===== config.mk =====
export PLATFORM = sky130hd
export DESIGN_NAME = iter_divider_flat
export DESIGN_NICKNAME = d
export VERILOG_FILES = /design/src/rtl/div_pkg.sv /design/src/rtl/iter_divider_if.sv /design/src/rtl/div_step.sv /design/src/rtl/iter_divider.sv /design/src/flat_wrapper.sv
export SDC_FILE = /design/constraint.sdc
export NUM_CORES = 1
export LEC_CHECK = 0
export ABC_AREA = 1
export CAP_MARGIN = 20
export CORE_MARGIN = 5
export CORE_UTILIZATION = 42
export CTS_CLUSTER_DIAMETER = 100
export DETAILED_ROUTE_END_ITERATION = 8
export GPL_TIMING_DRIVEN = 0
export RECOVER_POWER = 50
export SYNTH_ARGS = -nofsm -noshare
export SYNTH_HDL_FRONTEND = slang
export SYNTH_SLANG_ARGS = --single-unit
export TNS_END_PERCENT = 30

===== constraint.sdc =====
create_clock -name clk_i -period 3.2 [get_ports clk_i]
set_input_delay 0.64 -clock clk_i [delete_from_list [all_inputs] [get_ports clk_i]]
set_output_delay 0.64 -clock clk_i [all_outputs]
set_load 0.05 [all_outputs]

===== src/rtl/div_pkg.sv =====
// Shared types for the iterative divider: operation codes, FSM states and helpers.
package div_pkg;

    typedef enum logic [1:0] {
        OpDiv  = 2'b00,
        OpDivu = 2'b01,
        OpRem  = 2'b10,
        OpRemu = 2'b11
    } div_op_e;

    typedef enum logic [2:0] {
        StIdle,
        StPrep,
        StIter,
        StFix,
        StDone
    } div_state_e;

    // funct3[0] clear selects the signed variants
    function automatic logic is_signed(div_op_e op);
        return (op == OpDiv) || (op == OpRem);
    endfunction

endpackage


===== src/rtl/iter_divider_if.sv =====
// Request/response bundle between the execute stage and the iterative divider.
interface iter_divider_if #(
    parameter int unsigned WIDTH = 32
) ();

    logic             start_i;
    logic [1:0]       op_i;
    logic [WIDTH-1:0] dividend_i;
    logic [WIDTH-1:0] divisor_i;
    logic             flush_i;
    logic             ready_o;
    logic [WIDTH-1:0] quotient_o;
    logic [WIDTH-1:0] remainder_o;
    logic             done_o;
    logic [WIDTH-1:0] result_o;

    modport master (
        output start_i, op_i, dividend_i, divisor_i, flush_i,
        input  ready_o, quotient_o, remainder_o, done_o, result_o
    );

    modport slave (
        input  start_i, op_i, dividend_i, divisor_i, flush_i,
        output ready_o, quotient_o, remainder_o, done_o, result_o
    );

endinterface


===== src/rtl/div_step.sv =====
// One radix-2 restoring division step: shift in a dividend bit, trial-subtract, restore.
module div_step #(
    parameter int unsigned WIDTH = 32
) (
    input  logic [WIDTH-1:0] rem_i,
    input  logic             bit_i,
    input  logic [WIDTH-1:0] divisor_i,
    output logic [WIDTH-1:0] rem_o,
    output logic             qbit_o
);

    logic [WIDTH:0] shifted;
    logic [WIDTH:0] trial;

    // rem_i < divisor_i always holds, so WIDTH+1 bits cannot overflow and the MSB is the borrow
    always_comb begin
        shifted = {rem_i, bit_i};
        trial   = shifted - {1'b0, divisor_i};
        qbit_o  = ~trial[WIDTH];
        rem_o   = qbit_o ? trial[WIDTH-1:0] : shifted[WIDTH-1:0];
    end

endmodule


===== src/rtl/iter_divider.sv =====
// Multi-cycle RISC-V DIV/DIVU/REM/REMU unit: one quotient bit per cycle, with short-cuts
// for divide-by-zero and signed overflow.
module iter_divider import div_pkg::*; #(
    parameter int unsigned WIDTH = 32
) (
    input  logic          clk_i,
    input  logic          reset_ni,
    iter_divider_if.slave bus
);

    localparam int unsigned CntW = $clog2(WIDTH);
    localparam logic [WIDTH-1:0] MinNeg = {1'b1, {(WIDTH-1){1'b0}}};

    div_state_e       state_q;
    div_op_e          op_q;
    logic [WIDTH-1:0] a_q;      // dividend, then shifts into the quotient
    logic [WIDTH-1:0] b_q;
    logic [WIDTH-1:0] rem_q;
    logic [CntW-1:0]  cnt_q;
    logic             negq_q;
    logic             negr_q;
    logic [WIDTH-1:0] quot_q;
    logic [WIDTH-1:0] remd_q;
    logic [WIDTH-1:0] res_q;
    logic             done_q;

    logic [WIDTH-1:0] step_rem;
    logic             step_bit;
    logic             a_neg;
    logic             b_neg;
    logic             overflow;
    logic [WIDTH-1:0] abs_a;
    logic [WIDTH-1:0] abs_b;
    logic [WIDTH-1:0] q_fix;
    logic [WIDTH-1:0] r_fix;

    div_step #(
        .WIDTH (WIDTH)
    ) u_step (
        .rem_i     (rem_q),
        .bit_i     (a_q[WIDTH-1]),
        .divisor_i (b_q),
        .rem_o     (step_rem),
        .qbit_o    (step_bit)
    );

    always_comb begin
        a_neg    = is_signed(op_q) & a_q[WIDTH-1];
        b_neg    = is_signed(op_q) & b_q[WIDTH-1];
        abs_a    = a_neg ? -a_q : a_q;
        abs_b    = b_neg ? -b_q : b_q;
        overflow = is_signed(op_q) && (a_q == MinNeg) && (b_q == '1);
        q_fix    = negq_q ? -a_q : a_q;
        r_fix    = negr_q ? -rem_q : rem_q;
    end

    function automatic logic [WIDTH-1:0] pick(div_op_e op, logic [WIDTH-1:0] q,
                                              logic [WIDTH-1:0] r);
        return ((op == OpRem) || (op == OpRemu)) ? r : q;
    endfunction

    always_ff @(posedge clk_i or negedge reset_ni) begin
        if (!reset_ni) begin
            state_q <= StIdle;
            op_q    <= OpDiv;
            a_q     <= '0;
            b_q     <= '0;
            rem_q   <= '0;
            cnt_q   <= '0;
            negq_q  <= 1'b0;
            negr_q  <= 1'b0;
            quot_q  <= '0;
            remd_q  <= '0;
            res_q   <= '0;
            done_q  <= 1'b0;
        end else begin
            done_q <= 1'b0;
            unique case (state_q)
                StIdle: begin
                    if (bus.start_i) begin
                        op_q    <= div_op_e'(bus.op_i);
                        a_q     <= bus.dividend_i;
                        b_q     <= bus.divisor_i;
                        state_q <= StPrep;
                    end
                end
                StPrep: begin
                    if (bus.flush_i) begin
                        state_q <= StIdle;
                    end else if (b_q == '0) begin
                        quot_q  <= '1;
                        remd_q  <= a_q;
                        res_q   <= pick(op_q, '1, a_q);
                        done_q  <= 1'b1;
                        state_q <= StDone;
                    end else if (overflow) begin
                        quot_q  <= a_q;
                        remd_q  <= '0;
                        res_q   <= pick(op_q, a_q, '0);
                        done_q  <= 1'b1;
                        state_q <= StDone;
                    end else begin
                        a_q     <= abs_a;
                        b_q     <= abs_b;
                        rem_q   <= '0;
                        cnt_q   <= CntW'(WIDTH - 1);
                        negq_q  <= a_neg ^ b_neg;
                        negr_q  <= a_neg;
                        state_q <= StIter;
                    end
                end
                StIter: begin
                    if (bus.flush_i) begin
                        state_q <= StIdle;
                    end else begin
                        rem_q <= step_rem;
                        a_q   <= {a_q[WIDTH-2:0], step_bit};
                        cnt_q <= cnt_q - CntW'(1);
                        if (cnt_q == '0) begin
                            state_q <= StFix;
                        end
                    end
                end
                StFix: begin
                    if (bus.flush_i) begin
                        state_q <= StIdle;
                    end else begin
                        quot_q  <= q_fix;
                        remd_q  <= r_fix;
                        res_q   <= pick(op_q, q_fix, r_fix);
                        done_q  <= 1'b1;
                        state_q <= StDone;
                    end
                end
                StDone: begin
                    if (bus.flush_i) begin
                        state_q <= StIdle;
                    end else if (bus.start_i) begin
                        op_q    <= div_op_e'(bus.op_i);
                        a_q     <= bus.dividend_i;
                        b_q     <= bus.divisor_i;
                        state_q <= StPrep;
                    end else begin
                        state_q <= StIdle;
                    end
                end
                default: state_q <= StIdle;
            endcase
        end
    end

    assign bus.ready_o     = (state_q == StIdle) || (state_q == StDone);
    assign bus.done_o      = done_q;
    assign bus.quotient_o  = quot_q;
    assign bus.remainder_o = remd_q;
    assign bus.result_o    = res_q;

endmodule


===== src/flat_wrapper.sv =====
// flat-port wrapper written by rule: the top's interface ports become plain ports
module iter_divider_flat import div_pkg::*;
#(
    parameter int unsigned WIDTH = 32
)
  (clk_i, reset_ni, bus_start_i, bus_op_i, bus_dividend_i, bus_divisor_i, bus_flush_i, bus_ready_o, bus_quotient_o, bus_remainder_o, bus_done_o, bus_result_o);
  iter_divider_if #(.WIDTH(WIDTH)) bus_i ();
  input  logic clk_i;
  input  logic reset_ni;
  input wire logic [$bits(bus_i.start_i)-1:0] bus_start_i;
  input wire logic [$bits(bus_i.op_i)-1:0] bus_op_i;
  input wire logic [$bits(bus_i.dividend_i)-1:0] bus_dividend_i;
  input wire logic [$bits(bus_i.divisor_i)-1:0] bus_divisor_i;
  input wire logic [$bits(bus_i.flush_i)-1:0] bus_flush_i;
  output wire logic [$bits(bus_i.ready_o)-1:0] bus_ready_o;
  output wire logic [$bits(bus_i.quotient_o)-1:0] bus_quotient_o;
  output wire logic [$bits(bus_i.remainder_o)-1:0] bus_remainder_o;
  output wire logic [$bits(bus_i.done_o)-1:0] bus_done_o;
  output wire logic [$bits(bus_i.result_o)-1:0] bus_result_o;
  assign bus_i.start_i = bus_start_i;
  assign bus_i.op_i = bus_op_i;
  assign bus_i.dividend_i = bus_dividend_i;
  assign bus_i.divisor_i = bus_divisor_i;
  assign bus_i.flush_i = bus_flush_i;
  assign bus_ready_o = bus_i.ready_o;
  assign bus_quotient_o = bus_i.quotient_o;
  assign bus_remainder_o = bus_i.remainder_o;
  assign bus_done_o = bus_i.done_o;
  assign bus_result_o = bus_i.result_o;
  iter_divider #(.WIDTH(WIDTH)) u_core (.clk_i(clk_i), .reset_ni(reset_ni), .bus(bus_i));
endmodule

==> results of run 1 <==
[area by class of cell]
type / instances / area share, %
inverter: 292 / 5.53
clock buffer: 32 / 3.54
multi-input combinational: 2097 / 49.6
antenna: 1 / 0.0126
timing repair buffer: 173 / 8.72
clock inverter: 13 / 0.699
sequential: 205 / 25.8
buffer: 106 / 2.83
tap: 518 / 3.26
[routing by layer]
metal | GRT usage, % | wire, um | up-vias
met3 | 3.96 | 5450 | 205
met2 | 54.1 | 33900 | 955
met1 | 43.7 | 30700 | 8827
met5 | 0 | 9 | -
met4 | 15.3 | 4200 | 2
li1 | - | - | 9100
[how the worst min path moves through the flow]
stage / startpoint / to / cells past startpoint
floorplan: reset_ni / u_core.a_q[0] / 0
global placement: u_core.bus.result_o[7] / u_core.bus.result_o[7] / 2
detailed placement: u_core.bus.remainder_o[30] / u_core.bus.remainder_o[30] / 2
CTS: reset_ni / u_core.bus.quotient_o[14] / 1
global route: u_core.bus.remainder_o[30] / u_core.bus.remainder_o[30] / 2
finish: u_core.bus.remainder_o[30] / u_core.bus.remainder_o[30] / 2
[cell families (layout without fill, tap and decap cells)]
group	after synthesis	count (layout)	share of synthesized area [%]
DFF	205	205	30.9
and+or+nand+nor	1611	1611	40.2
other	0	1	0
buffers and inverters	398	616	9.96
AOI/OAI and AO/OA	398	398	13.4
xor gates and xnor gates	49	49	2.58
adders and majority gates	39	39	2.98
[flip-flops by register name, indices dropped and copies added (netlist names)]
signal and flops:
u_core.negq_q 1, u_core.a_q 32, u_core.negr_q 1, u_core.bus.result_o 32
u_core.op_q 2, u_core.bus.quotient_o 32, u_core.state_q 3, u_core.cnt_q 5
u_core.b_q 32, u_core.bus.done_o 1, u_core.rem_q 32, u_core.bus.remainder_o 32
[metrics by stage]
| stage | power [W] | TNS (ns) | util [%] | cell area, um^2 | setup slack [ns] |
|---|---|---|---|---|---|
| 2_1_floorplan | 0.0133 | 0 | - | 16600 | 0.818 |
| 3_3_place_gp | 0.0182 | -1573.66 | 48.6 | 18900 | -7.71 |
| 3_5_place_dp | 0.0183 | -4.34 | 48.7 | 19000 | -0.265 |
| 4_1_cts | 0.0213 | 0 | 50.9 | 19800 | 0.0462 |
| 5_1_grt | 0.0226 | 0 | 51.0 | 19900 | 0.00918 |
| 6_report | 0.0214 | 0 | 51.0 | 19900 | 0.106 |
[where the power goes]
part	switching [W]	internal (W)	total [W]
clock	0.00128	0.00172	0.00300
combinational	0.00979	0.00383	0.0136
sequential	0.00109	0.00367	0.00476
total	0.0122	0.00923	0.0214
[synthesized netlist by cell type, types with 11 or more instances]
cell type / instances
nand2_1: 982
nor2_1: 278
inv_1: 273
nand3_1: 236
dfrtp_1: 205
o21ai_0: 171
a21oi_1: 100
clkbuf_1: 41
ha_1: 38
o21ai_1: 37
xor2_1: 35
o211ai_1: 33
nand4_1: 32
buf_2: 28
nor3_1: 23
inv_2: 16
xnor2_1: 14
a31oi_1: 13
buf_1: 13
o21bai_1: 13
buf_4: 12
nand2_2: 11
nor2_2: 11
[cell usage in the layout (no fill, tap or decap), types with 7 or more instances in the layout]
| cell | synthesis | final |
|---|---|---|
| nand2_2 | 11 | 13 |
| ha_1 | 38 | 37 |
| xnor2_1 | 14 | 14 |
| a21oi_1 | 100 | 100 |
| buf_1 | 13 | 13 |
| o21ai_1 | 37 | 37 |
| inv_1 | 273 | 273 |
| nor2_1 | 278 | 278 |
| buf_6 | 10 | 10 |
| buf_4 | 12 | 18 |
| nand2_1 | 982 | 978 |
| nand4_1 | 32 | 32 |
| nand3_1 | 236 | 236 |
| a31oi_1 | 13 | 13 |
| inv_2 | 16 | 16 |
| clkdlybuf4s50_1 | 0 | 124 |
| clkinv_2 | 0 | 7 |
| o21ai_0 | 171 | 171 |
| dfrtp_1 | 205 | 204 |
| nor2_2 | 11 | 11 |
| o21ai_2 | 10 | 10 |
| dlygate4sd3_1 | 0 | 42 |
| nor3_1 | 23 | 23 |
| o221ai_1 | 7 | 7 |
| clkbuf_16 | 0 | 26 |
| clkbuf_1 | 41 | 43 |
| xor2_1 | 35 | 35 |
| buf_2 | 28 | 26 |
| o21bai_1 | 13 | 13 |
| o211ai_1 | 33 | 33 |
| nand3b_1 | 7 | 7 |
[what timing repair did]
action                     CTS  global route
gates resized for setup      6             7
setup endpoints to repair   32            46
pin swaps                    1             1
buffers inserted             0             5
[worst min-delay path, delay by kind of cell (launching register included)]
family / cells / cell delay, ns
flops: 1 / 0.33
simple gates: 2 / 0.10
==> results.yml, run 1 <==
outcome:
  status: "finished, violations left"
  violations: "max-capacitance violations, max-slew violations"
detailed_routing:
  drt-total-wl_um: 74300
  firstDrtPassIters: 6
  routed_wire_length_per_instance_um: 21.6
  route.antenna.remaining_nets: 0
  drt_first_iter_violations: 2005
  route.detailed.drc: 0
  num_vias: 19100
  viasPerCell: 5.55
worst_setup_path:
  worstPathCellList: "inv_1 -> ha_1 -> nand3_2 -> nor2_4 -> nand3_1 -> nor2_2 -> nand3_2 -> buf_4 -> nand2_1 -> o21ai_0 -> o21ai_1"
  crit_cells: 11
  critical_path.n_buffers_inverters: 2
  critPathRequiredTime_ns: 3.70
  cp_delay_by_family_top: "simple AND/OR/NAND/NOR gates"
  critical_path_peak_fanout: 10
  rr_endpoint: "u_core.bus.quotient_o[21]"
  delay_of_the_slowest_critical_path_stage_ns: 0.49
  critical_path.endpoint: "u_core.bus.quotient_o[21]"
  standard_cell_with_the_maximum_stage_delay_on_the_critical_path: "dfrtp_1"
  crit_path_frequent_cell: "nand3_2"
  startpoint_class: "flop"
  worst_setup_path_startpoint: "u_core.b_q[1]"
  path_class: "flop to flop"
  register_to_register_path_setup_slack_ns: 0.11
  worstPathArrival_ns: 3.59
  r2r_start: "u_core.b_q[1]"
  critical_path.endpoint_type: "flop"
  r2r.worst_path.cells: 11
global_route:
  groute.usage.overall_pct: 33.0
  grt_pass1_vias: 17900
  grt_max_degree: 108
  first_pass_grt_wire_length_um: 111000
  antenna_found_initial: 1
  grt_overflow: 0
timing:
  worst_hold_slack_ns: 0.471
  tightestPinTransition_ns: 2.77
  period_needed_ns: 3.09
  maxSlewViolCount: 107
  rsz0062_at_grt: "no"
  worst_slew_margin_rel_pct: -84.4
  total_count_of_hold_check_failures_in_the_final_report: 0
  clock-skew-final_ns: 0.0350
  clock.fmax_mhz: 323
  setup-violations-final: 0
  fin_crit_sh_pct: 96.7
placed_design:
  place.detailed.instances: 3386
  io_buf_count: 167
  place_congestion: 1.00
  dp.final_hpwl_um: 60400
synthesis:
  postSynthCellCount: 2700
  synth_seq_area_share_pct: 30.9
  most_used_flip_flop_cell_after_synthesis: "dfrtp_1"
  synth_enable_flop_cells: 0
  synthesis.nets: 2809
  asyncSetResetFlopFracSynth_pct: 100
  synth_area_leader_cell: "dfrtp_1"
  synthTopCellsByArea: "dfrtp_1 (31%), nand2_1 (22%), nand3_1 (7.1%)"
  synth_seq_cells: 205
  syn_area_per_cell_um2: 6.15
  synth_cell_types: 45
  synth_largest_type_area_fraction_pct: 30.9
  area_of_the_mapped_netlist_um2: 16600
  syn_warnings: 0
floorplan:
  design.portCount: 168
  die-height_um: 209
  floorplan.die.width_um: 209
  placeableCoreArea_um2: 38900
  num_rows: 72
  initial_core_utilization_pct: 42.7
  dieArea_um2: 43600
clock_tree:
  cts-buffers-inserted: 26
  cts_tree: "yes"
  cts.clk_slew.worst_paths_ns: 0.06
  clock_tree.htree_level_count: 1
  clock_sinks: 205
  insertion_delay_ns: 0.59
  post_cts_hold_buffer_count: 0
  clock_tree_buffer_depth: 3
  clock-root-buffer: "clkbuf_16"
job:
  drv_cap: 1
final_layout:
  post_route_cells_drive_above_1_share_pct: 5.93
  multi_input_area_um2: 9850
  syn_to_final_growth_pct: 19.6
  stdcell_count: 3437
  nNetsFinal: 3010
  sequential_cell_area_um2: 5130
  n_fill_cell: 4140
power:
  power_density_nw_per_um2: 1080
  leakagePower_nw: 10.2
  vdd.ir_drop.worst_uv: 490
worst_hold_path:
  hold_removal_path_class: "flop to flop"
(Power assumes the default switching activity.)
==> run 2: changes to the inputs <==
--- a/config.mk
+++ b/config.mk
@@ -7,11 +7,15 @@
 export LEC_CHECK = 0
 export ABC_AREA = 1
 export CAP_MARGIN = 20
+export CELL_PAD_IN_SITES_DETAIL_PLACEMENT = 1
+export CELL_PAD_IN_SITES_GLOBAL_PLACEMENT = 1
 export CORE_MARGIN = 5
-export CORE_UTILIZATION = 42
+export CORE_UTILIZATION = 41
 export CTS_CLUSTER_DIAMETER = 100
 export DETAILED_ROUTE_END_ITERATION = 8
 export GPL_TIMING_DRIVEN = 0
+export MAX_ROUTING_LAYER = met4
+export PLACE_DENSITY_LB_ADDON = 0.1
 export RECOVER_POWER = 50
 export SYNTH_ARGS = -nofsm -noshare
 export SYNTH_HDL_FRONTEND = slang
==> run 2 against run 1 <==
Effect of this change:
- the flow still finishes with violations (max-capacitance violations, max-slew violations)
- register-to-register slack gained 0.04 ns
- critical path depth rose by 2
- clock power increased by 3%
- sequential power is essentially flat
- die area grew 2.3%
- via count increased by 3.4%
- final cell count about the same
- maximum frequency rose by 1.5%
- count of clock-buffer cells in the layout increased by 8
- largest power group unchanged
==> results.yml, run 2 (synthesis gave the netlist of run 1 again) <==
outcome:
  status: "finished, violations left"
  violations: "max-capacitance violations, max-slew violations"
timing:
  worst_slack_ns: 0.150
  rsz0062_at_grt: "no"
  tightestPinTransition_ns: 2.80
  setup-violations-final: 0
  fin_crit_sh_pct: 95.3
  fin_tns_setup_ns: 0
  clock.fmax_mhz: 328
  total_count_of_hold_check_failures_in_the_final_report: 0
  clock-skew-final_ns: 0.0311
  maxSlewViolCount: 103
  period_needed_ns: 3.05
  worst_slew_margin_rel_pct: -86.5
detailed_routing:
  routed_wire_length_per_instance_um: 23.8
  firstDrtPassIters: 6
  drt-total-wl_um: 81800
  route.antenna.remaining_nets: 0
  drt_first_iter_violations: 1647
  viasPerCell: 5.74
  num_vias: 19700
  route.detailed.drc: 0
placed_design:
  dp.final_hpwl_um: 65800
  io_buf_count: 167
  place_congestion: 1.02
  preCtsSetupSlack_ns: -0.105
clock_tree:
  clock_tree_buffer_depth: 3
  post_cts_hold_buffer_count: 0
  cts.clk_slew.worst_paths_ns: 0.06
  clock-root-buffer: "clkbuf_16"
  cts_tree: "yes"
  cts-buffers-inserted: 27
  clock_tree.htree_level_count: 1
  cts_setup_buffers: 0
  clock_sinks: 205
  insertion_delay_ns: 0.57
  cts.repair.resized: 4
worst_setup_path:
  critical_path.endpoint_type: "flop"
  path_class: "flop to flop"
  worstPathArrival_ns: 3.55
  startpoint_class: "flop"
  critical_path_peak_fanout: 10
  r2r_start: "u_core.a_q[1]"
  rr_endpoint: "u_core.bus.remainder_o[31]"
  r2r.worst_path.cells: 13
  register_to_register_path_setup_slack_ns: 0.15
  critPathRequiredTime_ns: 3.70
floorplan:
  num_rows: 73
  dieArea_um2: 44600
  placeableCoreArea_um2: 39900
  die-height_um: 211
  floorplan.die.width_um: 211
  initial_core_utilization_pct: 41.6
  design.portCount: 168
power:
  leakagePower_nw: 10.2
  vdd.ir_drop.worst_uv: 535
  switchingPower_w: 0.0126
  power.internal_w: 0.00935
  power_density_nw_per_um2: 1100
  power.switching_fraction_pct: 57.4
  power.share.clock_pct: 14.1
  power.combinational.fraction_pct: 64.2
  pwr-share-seq_pct: 21.7
global_route:
  grt_overflow: 0
  grt_pass1_vias: 20300
  first_pass_grt_wire_length_um: 123000
  grt_max_degree: 104
  antenna_found_initial: 0
  groute.usage.overall_pct: 36.9
job:
  drv_cap: 1
final_layout:
  mostFrequentLayoutCells: "nand2_1 (979), nor2_1 (278), inv_1 (272)"
  most_common_library_cell_in_the_layout_ignoring_fill_and_taps: "nand2_1"
  syn_to_final_growth_pct: 19.7
  nNetsFinal: 3006
  post_route_cells_drive_above_1_share_pct: 5.73
worst_hold_path:
  hold_start: "u_core.bus.remainder_o[18]"
  holdPathStages: 2
  hold_removal_path_class: "flop to flop"
  timing.hold.worst_endpoint: "u_core.bus.remainder_o[18]"
run 2: changes by cell type in the layout (fill, tap and decap cells not counted), sizes merged:
cell	change
clkbuf	+8
clkinv	-8
buf	-5
clkdlybuf4s50	-3
dlygate4sd3	+3
run 2: how the worst max path moves through the flow:
stage / from / end / slack (ns) / cells after the start
6_report: u_core.a_q[1] / u_core.bus.remainder_o[31] / 0.15 / 13
5_1_grt: u_core.a_q[31] / u_core.rem_q[18] / 0.03 / 18
4_1_cts: u_core.a_q[31] / u_core.rem_q[6] / 0.003 / 18
3_5_place_dp: u_core.a_q[31] / u_core.rem_q[24] / -0.10 / 18
3_3_place_gp: reset_ni / u_core.b_q[20] / -7.69 / 1
2_1_floorplan: u_core.a_q[31] / u_core.rem_q[5] / 0.82 / 18
run 2: final cells by class:
type	instances	area, um^2
Buffer	106	562
Timing Repair Buffer	168	1690
Tap cell	525	657
Inverter	292	1100
Sequential cell	205	5130
Clock buffer	40	785
Clock inverter	5	81.3
Antenna cell	1	2.50
Multi-Input combinational cell	2097	9860
Fill cell	5453	20000
run 2: power by group through the flow:
stage          registers (W)  clock network (W)  logic (W)
6_report             0.00476            0.00308     0.0141
5_1_grt              0.00483            0.00321     0.0151
4_1_cts              0.00472            0.00309     0.0140
3_5_place_dp         0.00475                  0     0.0139
3_3_place_gp         0.00469                  0     0.0135
2_1_floorplan        0.00630                  0    0.00698
run 2: per-stage QoR:
step                cells  util [%]  area [um^2]  total power, W  hold WS [ns]
global placement     3392      47.4        18900          0.0182         0.465
detailed placement   3393      47.5        19000          0.0186         0.466
finish               3439      49.8        19900          0.0219         0.475
global route         3438      49.8        19900          0.0231         0.492
CTS                  3438      49.7        19900          0.0218         0.160
floorplan            2700         -        16600          0.0133         0.344
run 2: layer usage:
| metal | part of all wire [%] | global-route usage (%) | vias up | wire (um) |
|---|---|---|---|---|
| li1 | - | - | 9052 | - |
| met4 | 6.5 | 19.4 | 0 | 5320 |
| met5 | 0 | - | - | 0 |
| met3 | 5.2 | 3.79 | 229 | 4260 |
| met2 | 48 | 61.3 | 727 | 39100 |
| met1 | 41 | 44.3 | 9737 | 33200 |
run 2: worst max-delay path, cell delays in order (launching register included):
cell     delay [ns]
dfrtp_1        0.43
inv_1          0.21
ha_1           0.28
nand2_2        0.14
nor2_4         0.24
nand2_2        0.13
nor2_2         0.21
nand3_2        0.16
nand2_1        0.10
nand2_2        0.19
inv_4          0.19
buf_2          0.30
nand3_1        0.27
nand2_1        0.12
